<file path="src/rtl/sdram_port_arbiter_if.sv">
// Bundle of the init-bridge, stream-read and SDRAM bridge-slave signals around the port arbiter.
// slave = arbiter side, master = requesters plus bridge side.
interface sdram_port_arbiter_if;
    logic        init_bus_enable;
    logic        init_rw;
    logic [25:0] init_address;
    logic [1:0]  init_byte_enable;
    logic [15:0] init_write_data;
    logic        init_acknowledge;
    logic [15:0] init_read_data;

    logic        strm_req;
    logic [25:0] strm_addr;
    logic        strm_ack;
    logic [15:0] strm_rdata;

    logic [25:0] ar_addr;
    logic [1:0]  ar_be;
    logic        ar_read;
    logic        ar_write;
    logic [15:0] ar_wrdata;
    logic        ar_ac;
    logic [15:0] ar_rddata;

    modport slave (
        input  init_bus_enable, init_rw, init_address, init_byte_enable, init_write_data,
        output init_acknowledge, init_read_data,
        input  strm_req, strm_addr,
        output strm_ack, strm_rdata,
        output ar_addr, ar_be, ar_read, ar_write, ar_wrdata,
        input  ar_ac, ar_rddata
    );

    modport master (
        output init_bus_enable, init_rw, init_address, init_byte_enable, init_write_data,
        input  init_acknowledge, init_read_data,
        output strm_req, strm_addr,
        input  strm_ack, strm_rdata,
        input  ar_addr, ar_be, ar_read, ar_write, ar_wrdata,
        output ar_ac, ar_rddata
    );
endinterface

</file>
<file path="src/rtl/sdram_port_arbiter.sv">
// Two-master arbiter (init bridge + stream read port) serialising single-word SDRAM bridge
// transactions; stream has priority, bounded by a starvation limit, with a transfer watchdog.
module sdram_port_arbiter #(
    parameter int STARVE_LIMIT = 4,
    parameter int TIMEOUT      = 1024
) (
    input  logic                 Clk,
    input  logic                 Reset,
    sdram_port_arbiter_if.slave  bus,
    output logic                 timeout_err
);
    localparam int SW = ($clog2(STARVE_LIMIT + 1) < 3) ? 3 : $clog2(STARVE_LIMIT + 1);
    localparam int WW = $clog2(TIMEOUT + 1);
    localparam logic [SW-1:0] STARVE_MAX = SW'(STARVE_LIMIT);
    localparam logic [WW-1:0] WDOG_MAX   = WW'(TIMEOUT);

    typedef enum logic [1:0] {IDLE, XFER, RESP} state_t;

    state_t        r_state, w_next_state;
    logic          r_owner_init;
    logic [SW-1:0] r_starve_cnt;
    logic [WW-1:0] r_wdog;
    logic [25:0]   r_addr;
    logic [1:0]    r_be;
    logic          r_read, r_write;
    logic [15:0]   r_wrdata;
    logic          r_init_ack, r_strm_ack;
    logic [15:0]   r_init_rdata, r_strm_rdata;
    logic          r_timeout_err;

    logic w_grant_strm, w_grant_init, w_done, w_abort;

    always_ff @(posedge Clk) begin
        if (Reset) r_state <= IDLE;
        else       r_state <= w_next_state;
    end

    always_comb begin
        w_next_state = r_state;
        w_grant_strm = 1'b0;
        w_grant_init = 1'b0;
        w_done       = 1'b0;
        w_abort      = 1'b0;
        case (r_state)
            IDLE: begin
                if (bus.strm_req && !(bus.init_bus_enable && r_starve_cnt == STARVE_MAX))
                    w_grant_strm = 1'b1;
                else if (bus.init_bus_enable)
                    w_grant_init = 1'b1;
                if (w_grant_strm || w_grant_init) w_next_state = XFER;
            end
            XFER: begin
                // a bridge ack on the watchdog limit cycle still counts as normal completion
                if (bus.ar_ac)               w_done  = 1'b1;
                else if (r_wdog == WDOG_MAX) w_abort = 1'b1;
                if (w_done || w_abort) w_next_state = RESP;
            end
            RESP:    w_next_state = IDLE;
            default: w_next_state = IDLE;
        endcase
    end

    always_ff @(posedge Clk) begin
        if (Reset) begin
            r_owner_init  <= 1'b0;
            r_starve_cnt  <= '0;
            r_wdog        <= '0;
            r_addr        <= '0;
            r_be          <= '0;
            r_read        <= 1'b0;
            r_write       <= 1'b0;
            r_wrdata      <= '0;
            r_init_ack    <= 1'b0;
            r_strm_ack    <= 1'b0;
            r_init_rdata  <= '0;
            r_strm_rdata  <= '0;
            r_timeout_err <= 1'b0;
        end else begin
            r_init_ack <= 1'b0;
            r_strm_ack <= 1'b0;

            if (w_grant_strm || w_grant_init) begin
                r_owner_init <= w_grant_init;
                r_addr       <= w_grant_init ? bus.init_address : bus.strm_addr;
                r_be         <= w_grant_init ? bus.init_byte_enable : 2'b11;
                r_wrdata     <= w_grant_init ? bus.init_write_data : '0;
                r_read       <= w_grant_strm || bus.init_rw;
                r_write      <= w_grant_init && !bus.init_rw;
                r_wdog       <= WW'(1);
            end

            if (r_state == XFER && !(w_done || w_abort))
                r_wdog <= r_wdog + WW'(1);

            if (w_done || w_abort) begin
                r_read     <= 1'b0;
                r_write    <= 1'b0;
                r_init_ack <= r_owner_init;
                r_strm_ack <= !r_owner_init;
                if (r_owner_init) r_init_rdata <= w_done ? bus.ar_rddata : '0;
                else              r_strm_rdata <= w_done ? bus.ar_rddata : '0;
                if (w_abort) r_timeout_err <= 1'b1;
            end

            // counts stream wins over a waiting init; any idle cycle without init resets it
            if (r_state == IDLE) begin
                if (!bus.init_bus_enable || w_grant_init)
                    r_starve_cnt <= '0;
                else if (w_grant_strm && r_starve_cnt != STARVE_MAX)
                    r_starve_cnt <= r_starve_cnt + SW'(1);
            end
        end
    end

    assign bus.ar_addr          = r_addr;
    assign bus.ar_be            = r_be;
    assign bus.ar_read          = r_read;
    assign bus.ar_write         = r_write;
    assign bus.ar_wrdata        = r_wrdata;
    assign bus.init_acknowledge = r_init_ack;
    assign bus.init_read_data   = r_init_rdata;
    assign bus.strm_ack         = r_strm_ack;
    assign bus.strm_rdata       = r_strm_rdata;
    assign timeout_err          = r_timeout_err;
endmodule

</file>
<file path="src/flat_wrapper.sv">
// flat-port wrapper written by rule: the top's interface ports become plain ports
module sdram_port_arbiter_flat 
#(
    parameter int STARVE_LIMIT = 4,
    parameter int TIMEOUT      = 1024
)
  (Clk, Reset, timeout_err, bus_init_bus_enable, bus_init_rw, bus_init_address, bus_init_byte_enable, bus_init_write_data, bus_init_acknowledge, bus_init_read_data, bus_strm_req, bus_strm_addr, bus_strm_ack, bus_strm_rdata, bus_ar_addr, bus_ar_be, bus_ar_read, bus_ar_write, bus_ar_wrdata, bus_ar_ac, bus_ar_rddata);
  sdram_port_arbiter_if bus_i ();
  input  logic Clk;
  input  logic Reset;
  output logic timeout_err;
  input wire logic [$bits(bus_i.init_bus_enable)-1:0] bus_init_bus_enable;
  input wire logic [$bits(bus_i.init_rw)-1:0] bus_init_rw;
  input wire logic [$bits(bus_i.init_address)-1:0] bus_init_address;
  input wire logic [$bits(bus_i.init_byte_enable)-1:0] bus_init_byte_enable;
  input wire logic [$bits(bus_i.init_write_data)-1:0] bus_init_write_data;
  output wire logic [$bits(bus_i.init_acknowledge)-1:0] bus_init_acknowledge;
  output wire logic [$bits(bus_i.init_read_data)-1:0] bus_init_read_data;
  input wire logic [$bits(bus_i.strm_req)-1:0] bus_strm_req;
  input wire logic [$bits(bus_i.strm_addr)-1:0] bus_strm_addr;
  output wire logic [$bits(bus_i.strm_ack)-1:0] bus_strm_ack;
  output wire logic [$bits(bus_i.strm_rdata)-1:0] bus_strm_rdata;
  output wire logic [$bits(bus_i.ar_addr)-1:0] bus_ar_addr;
  output wire logic [$bits(bus_i.ar_be)-1:0] bus_ar_be;
  output wire logic [$bits(bus_i.ar_read)-1:0] bus_ar_read;
  output wire logic [$bits(bus_i.ar_write)-1:0] bus_ar_write;
  output wire logic [$bits(bus_i.ar_wrdata)-1:0] bus_ar_wrdata;
  input wire logic [$bits(bus_i.ar_ac)-1:0] bus_ar_ac;
  input wire logic [$bits(bus_i.ar_rddata)-1:0] bus_ar_rddata;
  assign bus_i.init_bus_enable = bus_init_bus_enable;
  assign bus_i.init_rw = bus_init_rw;
  assign bus_i.init_address = bus_init_address;
  assign bus_i.init_byte_enable = bus_init_byte_enable;
  assign bus_i.init_write_data = bus_init_write_data;
  assign bus_init_acknowledge = bus_i.init_acknowledge;
  assign bus_init_read_data = bus_i.init_read_data;
  assign bus_i.strm_req = bus_strm_req;
  assign bus_i.strm_addr = bus_strm_addr;
  assign bus_strm_ack = bus_i.strm_ack;
  assign bus_strm_rdata = bus_i.strm_rdata;
  assign bus_ar_addr = bus_i.ar_addr;
  assign bus_ar_be = bus_i.ar_be;
  assign bus_ar_read = bus_i.ar_read;
  assign bus_ar_write = bus_i.ar_write;
  assign bus_ar_wrdata = bus_i.ar_wrdata;
  assign bus_i.ar_ac = bus_ar_ac;
  assign bus_i.ar_rddata = bus_ar_rddata;
  sdram_port_arbiter #(.STARVE_LIMIT(STARVE_LIMIT), .TIMEOUT(TIMEOUT)) u_core (.Clk(Clk), .Reset(Reset), .bus(bus_i), .timeout_err(timeout_err));
endmodule
</file>
<file path="config.mk">
export PLATFORM = sky130hd
export DESIGN_NAME = sdram_port_arbiter_flat
export DESIGN_NICKNAME = d
export VERILOG_FILES = /design/src/rtl/sdram_port_arbiter_if.sv /design/src/rtl/sdram_port_arbiter.sv /design/src/flat_wrapper.sv
export SDC_FILE = /design/constraint.sdc
export NUM_CORES = 1
export LEC_CHECK = 0
export BUFFER_PORTS_ARGS = -buffer_cell sky130_fd_sc_hd__buf_4
export CAP_MARGIN = 20
export CORE_MARGIN = 5
export CORE_UTILIZATION = 45
export DETAILED_ROUTE_END_ITERATION = 10
export PLACE_DENSITY = 0.77
export SLEW_MARGIN = 20
export SYNTH_ARGS = -nofsm -noshare
export SYNTH_HDL_FRONTEND = slang
export SYNTH_SLANG_ARGS = --single-unit
</file>
<file path="constraint.sdc">
create_clock -name Clk -period 2.47 [get_ports Clk]
set_input_delay 0.494 -clock Clk [delete_from_list [all_inputs] [get_ports Clk]]
set_output_delay 0.494 -clock Clk [all_outputs]
set_load 0.05 [all_outputs]
</file>
==> results by group <==
Status
  – Status: finished, final reports clean

Route
  – Router iterations before antenna repair: 5
  – Detail-routed net length per standard cell: 17.1 um
  – Vias per cell: 5.67
  – Residual DRC: 0
  – Initial drt markers: 264
  – Total length of routed wires: 11800 um
  – Routed Antenna Nets: 0
  – Total number of vias: 3910

Timing
  – Hold slack final: 0.354 ns
  – Post-route minimum period: 2.01 ns
  – Worst-margin pin slew: 0.625 ns
  – Achievable Freq: 499 MHz
  – Final setup violation count: 0
  – Setup tns final: 0 ns
  – Final cycle utilization of the critical path: 0.812
  – Count of endpoints failing hold in the final timing report: 0
  – Worst Skew: 0.0151 ns
  – Setup repair after global routing missed its margin: false
  – Count of pins over their slew limit: 0
  – Max-slew headroom: 0.582

Floorplan
  – Floorplan die width: 102 um
  – Initial Util: 0.466
  – Area of the core: 0.00826 mm^2
  – Vertical extent of the die: 102 um
  – # IOs: 173
  – Die Area: 0.0105 mm^2
  – Total number of placement rows: 33

Clock network
  – Number of hold-repair buffers added at the cts stage: 0
  – CTS tree: yes
  – Number of levels the H-tree was split into: 3
  – Maximum buffer depth of the clock tree: 2
  – Clock network latency to the later pin of the worst-skew pair: 0.37 ns
  – Clock sinks: 98
  – Clock transition at path regs: 0.11 ns
  – PostCTS Resize Cnt: 0
  – CTS Buf Count: 9
  – CTS root buffer: sky130_fd_sc_hd__clkbuf_8
  – Count of buffers added by post-CTS timing repair for setup: 0

Critical path
  – Worst reg2reg path startpoint: u_core.r_wdog[5]
  – Worst path required time: 2.75 ns
  – Number of buffers and inverters on the critical path: 0
  – Worst flop-to-flop path endpoint: u_core.r_wdog[9]
  – Depth of the most critical reg-to-reg path: 4
  – Arrival time at the worst endpoint: 2.28 ns
  – Slowest cell on crit path: sky130_fd_sc_hd__or4_4
  – Cell family with most CP delay: compound AO/OA/AOI/OAI gates
  – Startpoint-to-endpoint class of the critical path: reg -> reg
  – Maximum fanout along the worst path: 11
  – Delay of the slowest cell on the worst path: 0.58 ns
  – Endpoint kind of the worst setup timing path: flip-flop
  – Launch point of the critical path: u_core.r_wdog[5]
  – Kind of start point of the critical path: flip-flop
  – Critical Path End: u_core.r_wdog[9]
  – Cell-by-cell trace of the critical path: or4_4 -> o31ai_4 -> nand2_4 -> a311oi_2
  – Path length in cells of the critical path: 4
  – Worst reg2reg setup slack: 0.46 ns

Yosys
  – Share of cell area taken by muxes after synthesis: 0
  – Fraction of registers with async set/reset: 0
  – Main flop type after synthesis: sky130_fd_sc_hd__dfxtp_1
  – Syn Std Cell Area: 0.00385 mm^2
  – Post-synth EDFFs: 0
  – Share of the synthesized netlist area taken by xor and xnor gates: 0.00228
  – Number of flip-flops and latches in the synthesized netlist: 98
  – Gate count after technology mapping: 421
  – Simple-gate area share of the yosys netlist: 0.167
  – Post-synthesis adder-cell area fraction: 0.0130
  – Mean Syn Cell Area: 9.14 um^2
  – Area fraction in compound gates after synthesis: 0.259
  – Syn. warnings: 0
  – Sequential fraction of the synthesis area: 0.510
  – Dominant combinational cell family by area after synthesis: compound AO/OA/AOI/OAI gates
  – Post-synthesis net count: 517
  – Cell variety after synth: 50

GRT
  – Total global routing track utilization: 0.218
  – Total congestion overflow: 0
  – Vias in the first global route: 3899
  – First-pass GRT wire length: 18300 um
  – Number of antenna violations at the first check in global routing: 0
  – Maximum number of pins on one net before global-route repair: 46

Layout
  – Area growth from synthesis to final layout: 41.2%
  – Most common cell after layout, fill and taps aside: sky130_fd_sc_hd__buf_4
  – Diodes inserted: 0
  – Ratio of cells with drive above 1 in the final layout: 0.368
  – Layout Nets: 676
  – Fill cell total of the finished layout: 711
  – Commonest non-fill, non-tap cells in the layout: 181 x sky130_fd_sc_hd__buf_4, 98 x sky130_fd_sc_hd__dfxtp_1, 47 x sky130_fd_sc_hd__nor2_1

Pwr
  – Cell leakage power: 2.27 nW
  – Worst IR drop on VDD: 361 uV
  – Total power per unit cell area: 655 mW/mm^2
  – Total power: 3.56 mW

Hold path
  – Class of the most critical hold timing path: in -> reg

Place
  – Final weighted congestion in routability-driven placement: 0.913
  – Buffers added on ports: 172
  – Detailed Place HPWL: 8630 um

Job
  – Count of max-cap constraint violations: 0
synthesized netlist by cell type (2+ instances only):
| cell | number | area [um^2] |
|---|---|---|
| sky130_fd_sc_hd__clkbuf_1 | 27 | 101 |
| sky130_fd_sc_hd__nor2_2 | 2 | 12.5 |
| sky130_fd_sc_hd__o21ai_0 | 39 | 195 |
| sky130_fd_sc_hd__nand3_1 | 9 | 45.0 |
| sky130_fd_sc_hd__nand2_1 | 36 | 135 |
| sky130_fd_sc_hd__nor2_1 | 47 | 176 |
| sky130_fd_sc_hd__a22oi_1 | 16 | 120 |
| sky130_fd_sc_hd__ha_1 | 4 | 50.1 |
| sky130_fd_sc_hd__o221a_2 | 2 | 22.5 |
| sky130_fd_sc_hd__or4_1 | 3 | 22.5 |
| sky130_fd_sc_hd__dfxtp_1 | 98 | 1960 |
| sky130_fd_sc_hd__o311ai_2 | 3 | 48.8 |
| sky130_fd_sc_hd__nand4_1 | 5 | 31.3 |
| sky130_fd_sc_hd__or3_1 | 2 | 12.5 |
| sky130_fd_sc_hd__nand2b_1 | 3 | 18.8 |
| sky130_fd_sc_hd__and2_1 | 2 | 12.5 |
| sky130_fd_sc_hd__a21oi_1 | 39 | 195 |
| sky130_fd_sc_hd__o31a_1 | 2 | 17.5 |
| sky130_fd_sc_hd__inv_1 | 11 | 41.3 |
| sky130_fd_sc_hd__a222oi_1 | 26 | 260 |
| sky130_fd_sc_hd__nor4b_1 | 2 | 17.5 |
| sky130_fd_sc_hd__buf_2 | 4 | 20.0 |
| sky130_fd_sc_hd__nor3_1 | 9 | 45.0 |
| sky130_fd_sc_hd__buf_6 | 2 | 22.5 |
| sky130_fd_sc_hd__and3_1 | 3 | 18.8 |
metal layers:
| metal | wire length, um | track usage | vias to the layer above |
|---|---|---|---|
| li1 | - | - | 1875 |
| met4 | 195 | 0.0706 | 0 |
| met3 | 1480 | 0.0942 | 14 |
| met1 | 4540 | 0.249 | 1840 |
| met2 | 5580 | 0.367 | 181 |
| met5 | 0 | 0 | - |
area by class of cell:
type | count | area (um^2) | share of cell area
clock buffer | 9 | 124 | 0.0228
timing repair buffer | 182 | 1380 | 0.254
clock inverter | 7 | 82.6 | 0.0152
tap | 105 | 131 | 0.0242
multi-input combinational | 278 | 1720 | 0.316
inverter | 11 | 41.3 | 0.00760
sequential | 98 | 1960 | 0.361
worst min path at each step:
| stage | from | endpoint | slack, ns | depth (start not counted) |
|---|---|---|---|---|
| detailed placement | u_core.bus.strm_rdata[8] | u_core.bus.strm_rdata[8] | 0.47 | 2 |
| CTS | bus_init_write_data[5] | u_core.bus.ar_wrdata[5] | 0.35 | 3 |
| global placement | u_core.bus.strm_rdata[8] | u_core.bus.strm_rdata[8] | 0.46 | 2 |
| floorplan | u_core.r_starve_cnt[2] | u_core.r_starve_cnt[2] | 0.45 | 2 |
| finish | bus_init_write_data[7] | u_core.bus.ar_wrdata[7] | 0.35 | 3 |
| global route | bus_init_write_data[5] | u_core.bus.ar_wrdata[5] | 0.36 | 3 |
kinds of logic after synthesis:
logic type,after synthesis
buffers and inverters,45
adders and majority gates,4
DFF,98
xor gates and xnor gates,1
and+or+nand+nor,132
AOI/OAI and AO/OA,141
worst register-to-register path, cell delays in order (launching register included):
cell                       delay [ns]
sky130_fd_sc_hd__dfxtp_1         0.39
sky130_fd_sc_hd__or4_4           0.58
sky130_fd_sc_hd__o31ai_4         0.52
sky130_fd_sc_hd__nand2_4         0.15
sky130_fd_sc_hd__a311oi_2        0.28
state kept, by name, summed over array words and instances (netlist names), 2 cells and up:
signal	cells
u_core.r_state	2
u_core.bus.ar_wrdata	16
u_core.bus.init_read_data	16
u_core.bus.ar_be	2
u_core.r_starve_cnt	3
u_core.bus.ar_addr	26
u_core.r_wdog	11
u_core.bus.strm_rdata	16
power by group:
| group | internal, mW | switching, mW | leakage [nW] | total (mW) |
|---|---|---|---|---|
| registers | 1.65 | 0.0469 | 0.799 | 1.70 |
| logic | 0.285 | 0.491 | 1.38 | 0.776 |
| clock network | 0.484 | 0.597 | 0.0984 | 1.08 |
metrics by stage:
| stage | cell area (um^2) | setup slack (ns) | instances | utilization |
|---|---|---|---|---|
| global route | 5440 | 0.347 | 690 | 0.658 |
| floorplan | 3850 | 0.717 | 421 | - |
| CTS | 5440 | 0.471 | 690 | 0.658 |
| finish | 5440 | 0.465 | 690 | 0.658 |
| detailed placement | 5230 | 0.490 | 674 | 0.633 |
| global placement | 5230 | 0.592 | 674 | 0.633 |
Power figures use the tool's default switching activity.
